[src/rtl/uart_tx_fifo.sv]
`default_nettype none
// ---------------------------------------------------------------------------
// uart_tx_fifo : byte FIFO between the console write path and the UART TX.
//                Pushes while full are dropped and latch a sticky overflow.
// Revision     : 1.0
// ---------------------------------------------------------------------------
module uart_tx_fifo #(
  parameter int DATA_WIDTH = 8,
  parameter int DEPTH      = 16
) (
  input  logic                       i_clk,
  input  logic                       i_rst,
  input  logic                       i_wr_valid,
  input  logic [DATA_WIDTH-1:0]      i_wr_data,
  output logic                       o_wr_ready,
  output logic [DATA_WIDTH-1:0]      o_data,
  output logic                       o_valid,
  input  logic                       i_ready,
  output logic [$clog2(DEPTH):0]     o_count,
  output logic                       o_empty,
  output logic                       o_full,
  output logic                       o_overflow,
  input  logic                       i_clr_overflow
);

  localparam int ADDR_W = $clog2(DEPTH);

  logic [DATA_WIDTH-1:0] mem_q [DEPTH];
  logic [ADDR_W-1:0]     wr_ptr_q, wr_ptr_d;
  logic [ADDR_W-1:0]     rd_ptr_q, rd_ptr_d;
  logic [ADDR_W:0]       count_q,  count_d;
  logic                  overflow_q, overflow_d;
  logic                  full, empty, do_push, do_pop, do_drop;

  // Status comes only from the registered count, so i_ready never reaches o_wr_ready.
  assign full    = (count_q == (ADDR_W+1)'(DEPTH));
  assign empty   = (count_q == '0);
  assign do_push = i_wr_valid && !full;
  assign do_drop = i_wr_valid && full;
  assign do_pop  = !empty && i_ready;

  always_comb begin
    wr_ptr_d   = wr_ptr_q;
    rd_ptr_d   = rd_ptr_q;
    count_d    = count_q;
    overflow_d = overflow_q;
    if (do_push) wr_ptr_d = wr_ptr_q + ADDR_W'(1);
    if (do_pop)  rd_ptr_d = rd_ptr_q + ADDR_W'(1);
    if (do_push && !do_pop)      count_d = count_q + (ADDR_W+1)'(1);
    else if (do_pop && !do_push) count_d = count_q - (ADDR_W+1)'(1);
    if (do_drop)             overflow_d = 1'b1;
    else if (i_clr_overflow) overflow_d = 1'b0;
  end

  always_ff @(posedge i_clk or posedge i_rst) begin
    if (i_rst) begin
      wr_ptr_q   <= '0;
      rd_ptr_q   <= '0;
      count_q    <= '0;
      overflow_q <= 1'b0;
    end else begin
      wr_ptr_q   <= wr_ptr_d;
      rd_ptr_q   <= rd_ptr_d;
      count_q    <= count_d;
      overflow_q <= overflow_d;
    end
  end

  always_ff @(posedge i_clk) begin
    if (do_push) mem_q[wr_ptr_q] <= i_wr_data;
  end

  assign o_data     = mem_q[rd_ptr_q];
  assign o_valid    = !empty;
  assign o_empty    = empty;
  assign o_full     = full;
  assign o_wr_ready = !full;
  assign o_count    = count_q;
  assign o_overflow = overflow_q;

endmodule
`default_nettype wire

[config.mk]
export PLATFORM = sky130hd
export DESIGN_NAME = uart_tx_fifo
export DESIGN_NICKNAME = d
export VERILOG_FILES = /design/src/rtl/uart_tx_fifo.sv
export SDC_FILE = /design/constraint.sdc
export NUM_CORES = 1
export LEC_CHECK = 0
export ABC_AREA = 1
export BUFFER_PORTS_ARGS = -buffer_cell sky130_fd_sc_hd__buf_4
export CORE_AREA = 2 2 109 154
export CTS_CLUSTER_DIAMETER = 50
export DETAILED_ROUTE_END_ITERATION = 8
export DIE_AREA = 0 0 111 156
export PLACE_DENSITY = 0.53
export REMOVE_ABC_BUFFERS = 1
export SYNTH_ARGS = -nofsm -noshare
export SYNTH_HDL_FRONTEND = slang
export SYNTH_SLANG_ARGS = --single-unit
[constraint.sdc]
create_clock -name i_clk -period 2.95 [get_ports i_clk]
set_clock_uncertainty 0.15 [all_clocks]
set_input_delay 0.59 -clock i_clk [delete_from_list [all_inputs] [get_ports i_clk]]
set_output_delay 0.59 -clock i_clk [all_outputs]
set_load 0.005 [all_outputs]
# Word-level counts from Yosys, hierarchy flattened

Memories as Yosys holds them, arrays and structs flattened.
Cells that the tools add are included.

Register bits: 14
Bits in writable memories: 128
Output and inout bits: 18
Logic and storage cells: 28
Memories: 1

Memory list:

| name  | words | bits a word | rd ports | clocked after Yosys merged registers in | wr ports | RTL line | RTL |
|---|---|---|---|---|---|---|---|
| mem_q | 16    | 8           | 1        | 0                                       | 1        | 28       | `logic [DATA_WIDTH-1:0] mem_q [DEPTH];` |

$add $sub $neg: 4
Equality and inequality tests: 1
Multiplexer cells: 6
Reductions and logical operators: 12

Operators by type and width:

| kind                                                               | number |
|---|---|
| 5-bit 2-to-1 mux                                                   | 2 |
| 4-bit by 1-bit adder with 4-bit output, second input constant      | 2 |
| 5-bit by 1-bit adder with 5-bit output, second input constant      | 1 |
| 5-bit == test, second input constant                               | 1 |
| 1-bit logical AND                                                  | 5 |
| 5-bit zero test                                                    | 1 |
| 5-bit by 1-bit subtractor with 5-bit output, second input constant | 1 |
| 1-bit zero test                                                    | 4 |
| 1-bit 2-to-1 mux                                                   | 4 |
| 2-bit nonzero test                                                 | 2 |

# Depth between registers and ports, before layout

Word-level depth: 7
Gate-level depth with buffers: 14
Gate-level depth less buffers: 14

# Least setup slack after synthesis

No wires, ideal clock.

Path type: register to register
Start point: reg count_q[0], in the netlist o_count[0]
End point: reg count_q[4], in the netlist o_count[4]
Library setup time: 0.117 ns
Data arrival time: 1.987 ns
Required time: 2.683 ns
Path slack: 0.697 ns
Cell stages (with the launch flop): 14
Path buffers: 0
Clock period less this slack: 2.253 ns
Cells stage by stage: dfrtp_1 nor2_1 nand4_1 nand2_1 inv_1 ha_1 inv_1 ha_1 nand2_1 nand3_1 nand3_1 nand2_1 nand2_1 nand2_1

Longest elaborated chain between the ends: 6
Elaborated cells on any way between the ends: 15
Classes of those cells: add/sub: 2; eq/ne: 1; mux: 2; reduce/logical: 10

RTL lines:

| element                             | RTL line | RTL |
|---|---|---|
| from (decl)                         | 31       | `logic [ADDR_W:0] count_q, count_d;` |
| from (signal assigned)              | 64       | `count_q <= count_d;` |
| 5-bit == test *                     | 36       | `assign full = (count_q == (ADDR_W+1)'(DEPTH));` |
| 1-bit zero test *                   | --       |  |
| named net o_wr_ready                | 15       | `output logic o_wr_ready,` |
| 1-bit logical AND *                 | 38       | `assign do_push = i_wr_valid && !full;` |
| named net do_push                   | 33       | `logic full, empty, do_push, do_pop, do_drop;` |
| 1-bit zero test                     | 50       | `else if (do_pop && !do_push) count_d = count_q - (ADDR_W+1)'(1);` |
| 1-bit logical AND                   | 50       |  |
| 2-bit nonzero test (no source line) | --       |  |

Mark *: on every way through the listed nets, which the timed path passes. The rest lies on a longest branch. The select of a mux whose other input is x is not followed.
A chain may end at the register's enable or synchronous reset.

# Worst setup path after layout

Start point: reg rd_ptr_q[0]
End point: out o_data[1]

Longest elaborated chain between the ends: 1

RTL lines:

| element                | RTL line | RTL |
|---|---|---|
| from (decl)            | 30       | `logic [ADDR_W-1:0] rd_ptr_q, rd_ptr_d;` |
| from (signal assigned) | 63       | `rd_ptr_q <= rd_ptr_d;` |
| memory 16 x 8 bit      | --       |  |
| to (decl)              | 16       | `output logic [DATA_WIDTH-1:0] o_data,` |

No other way between the ends.

==> flow_summary.json <==
{
  "status": "finished, final reports clean",
  "seq_area_frac_synth_pct": 67.0,
  "clockBufferDepth": 2,
  "cts_sinks": 142,
  "post_cts_resized": 0,
  "diodes": 0,
  "clock_power_share_pct": 32.1,
  "comb_power_share_pct": 32.8,
  "yosys.area.top_type": "edfxtp_1",
  "power.share.sequential_pct": 35.2,
  "critPathKind": "reg2out",
  "synth-seq-cells": 142,
  "finalSetupViolations": 0,
  "synth_area_per_cell_sq_um": 10.0,
  "cts_buffers": 17,
  "drt_first_iter_violations": 199,
  "hold_violations": 0,
  "worst_slew_pin_slew_ns": 0.618,
  "n_fill_cell": 1483,
  "min_period_ns": 2.75,
  "p_int_mw": 4.94,
  "wirelength_microns": 14000,
  "cp-end-kind": "primary output",
  "maxClockFrequency_mhz": 363,
  "netlist_area_sq_um": 6260,
  "multi_input_area_sq_um": 1680,
  "startpoint_type": "flop",
  "grt_pass1_vias": 4072,
  "drtPass1Iterations": 5,
  "root_buffer": "clkbuf_16",
  "std_cell_rows": 55,
  "htree_levels": 4,
  "yosys-top-cells-count": "nand2_1, edfxtp_1, inv_1",
  "clk-insertion-delay-late_ns": 0.41,
  "min_period_over_period_pct": 93.4,
  "pin_count": 31,
  "dp_hpwl_microns": 9490,
  "placed_cells": 855,
  "ff_latch_area_sq_um": 4200,
  "grt-ovfl-total": 0,
  "start_util_pct": 39.4,
  "required_ns": 2.21,
  "antenna_found_initial": 0,
  "fin_cells": 887,
  "postRouteAntennaNets": 0,
  "syn_inst": 625,
  "io_buffers": 30,
  "drive_gt1_share_pct": 12.6,
  "clk_pin_slew_ns": 0.06,
  "die-width_microns": 111,
  "wl_per_cell_microns": 15.8,
  "avgViaCountPerCell": 4.67,
  "grt_pass1_wl_microns": 22200,
  "rsz0062_at_grt": "no",
  "core-area_sq_um": 15900,
  "synth-edff-count": 128,
  "gp_congestion": 0.818,
  "dieArea_sq_um": 17300,
  "nets": 698,
  "cts_tree": "built",
  "vdd_ir_drop_max_v": 0.000498,
  "ys_warn_count": 0,
  "cts_hold_buffers": 0,
  "drv_cap": 0,
  "synth_most_common_cell": "nand2_1",
  "crit_arrival_ns": 2.01,
  "slowest_stage": "dfrtp_2",
  "slew-limit-headroom_pct": 58.7,
  "switching_share_pct": 34.1,
  "path_cells": "inv_2, buf_12, nand2_1, nand3_1, nand2_1, nor2_1, nand2_1, nand2_1, buf_4",
  "max_stage_delay_ns": 0.43,
  "power.net_switching_mw": 2.55,
  "yosys.cell_types.count": 19,
  "drc": 0,
  "powerDensity_nw_per_um2": 1000,
  "synthTopCellsByArea": "edfxtp_1, nand2_1, dfrtp_1",
  "min_path_type": "in2async",
  "die_h_microns": 156,
  "post-cts-setup-buffers": 0,
  "yosys_most_used_dff": "edfxtp_1",
  "synthArstFlopShare_pct": 9.86,
  "areaGrowthSynthToFinish_pct": 19.5,
  "cp_common_cell": "nand2_1",
  "slew_violations": 0,
  "yosysTopAreaCellShare_pct": 61.4,
  "track_usage_pct": 16.9,
  "utilization_pct": 47.1,
  "vias": 4140,
  "cp_max_fo": 40,
  "grt_start_max_net_pins": 66,
  "p_leak_nw": 3.25
}
==> registers in the layout, summed over array words and instances, names as in the netlist <==
register and cells:
rd_ptr_q 4, o_count 5, o_overflow 1, mem_q 128, wr_ptr_q 4
==> layout make-up <==
| cell class | instances | share of cell area, % |
|---|---|---|
| Clock inverter | 13 | 3.16 |
| Inverter | 72 | 3.61 |
| Multi-Input combinational cell | 390 | 22.5 |
| Timing Repair Buffer | 52 | 5.55 |
| Tap cell | 199 | 3.33 |
| Sequential cell | 142 | 56.1 |
| Clock buffer | 19 | 5.78 |
==> critical path: cells and delay by family (launching register included) <==
family        cells  cell delay [ns]
flops             1             0.43
buf+inv           3             0.58
simple gates      6             0.57
==> power by group through the flow <==
stage | Sequential (mW) | Combinational [mW] | Clock (mW)
floorplan | 2.74 | 1.38 | 0
global placement | 2.67 | 2.46 | 0
detailed placement | 2.67 | 2.49 | 0
CTS | 2.63 | 2.50 | 2.44
global route | 2.66 | 2.80 | 2.53
finish | 2.63 | 2.45 | 2.40
==> routing by layer <==
metal	routed length (microns)	part of all wire [%]	vias up	GRT usage, %
met5	0	0	-	0
met4	233	1.7	0	7.08
met3	375	2.7	15	2.87
met2	7490	54	63	30.6
met1	5900	42	1953	19.9
li1	-	-	2109	-
==> logic make-up (layout without fill, tap and decap cells) <==
kind of cell,Yosys count,count (layout),share of synthesized area (%)
adder cells (fa/ha/maj),10,10,2.12
flip-flops,142,142,67.0
AO/OA/AOI/OAI,6,6,0.480
XOR/XNOR,7,7,0.979
AND/OR/NAND/NOR,367,367,23.3
buffers and inverters,93,156,6.10
==> per-stage QoR <==
stage                     hold slack [ns]  area (sq um)  power, mW  worst slack [ns]  setup TNS, ns
after CTS                           0.135          7480       7.57             0.145              0
final                               0.104          7480       7.49             0.195              0
after detailed placement            0.389          6810       5.16             0.455              0
after global routing                0.171          7480       7.99            0.0353              0
after floorplan                     0.329          6150       4.12            -0.406          -3.24
after global placement              0.369          6810       5.12             0.553              0
==> worst paths after layout <==
check | startpoint | endpoint | slack, ns | cells past startpoint
min reg2reg | o_overflow | o_overflow | 0.39 | 2
max in group asynchronous | i_rst | rd_ptr_q[0] | 2.11 | 2
min | i_rst | o_overflow | 0.10 | 2
min in group i_clk | i_clr_overflow | o_overflow | 0.22 | 2
max reg2reg | o_count[0] | o_count[4] | 0.46 | 13
max | rd_ptr_q[0] | o_data[1] | 0.20 | 9
==> placed cells by master (no fill, tap or decap), types with 9 or more instances in the layout <==
cell type	n
dfrtp_1	13
inv_1	69
nor2_1	67
ha_1	9
nand2_1	242
edfxtp_1	128
nand3_1	54
clkbuf_16	17
buf_4	50
Power figures use the tool's default switching activity.
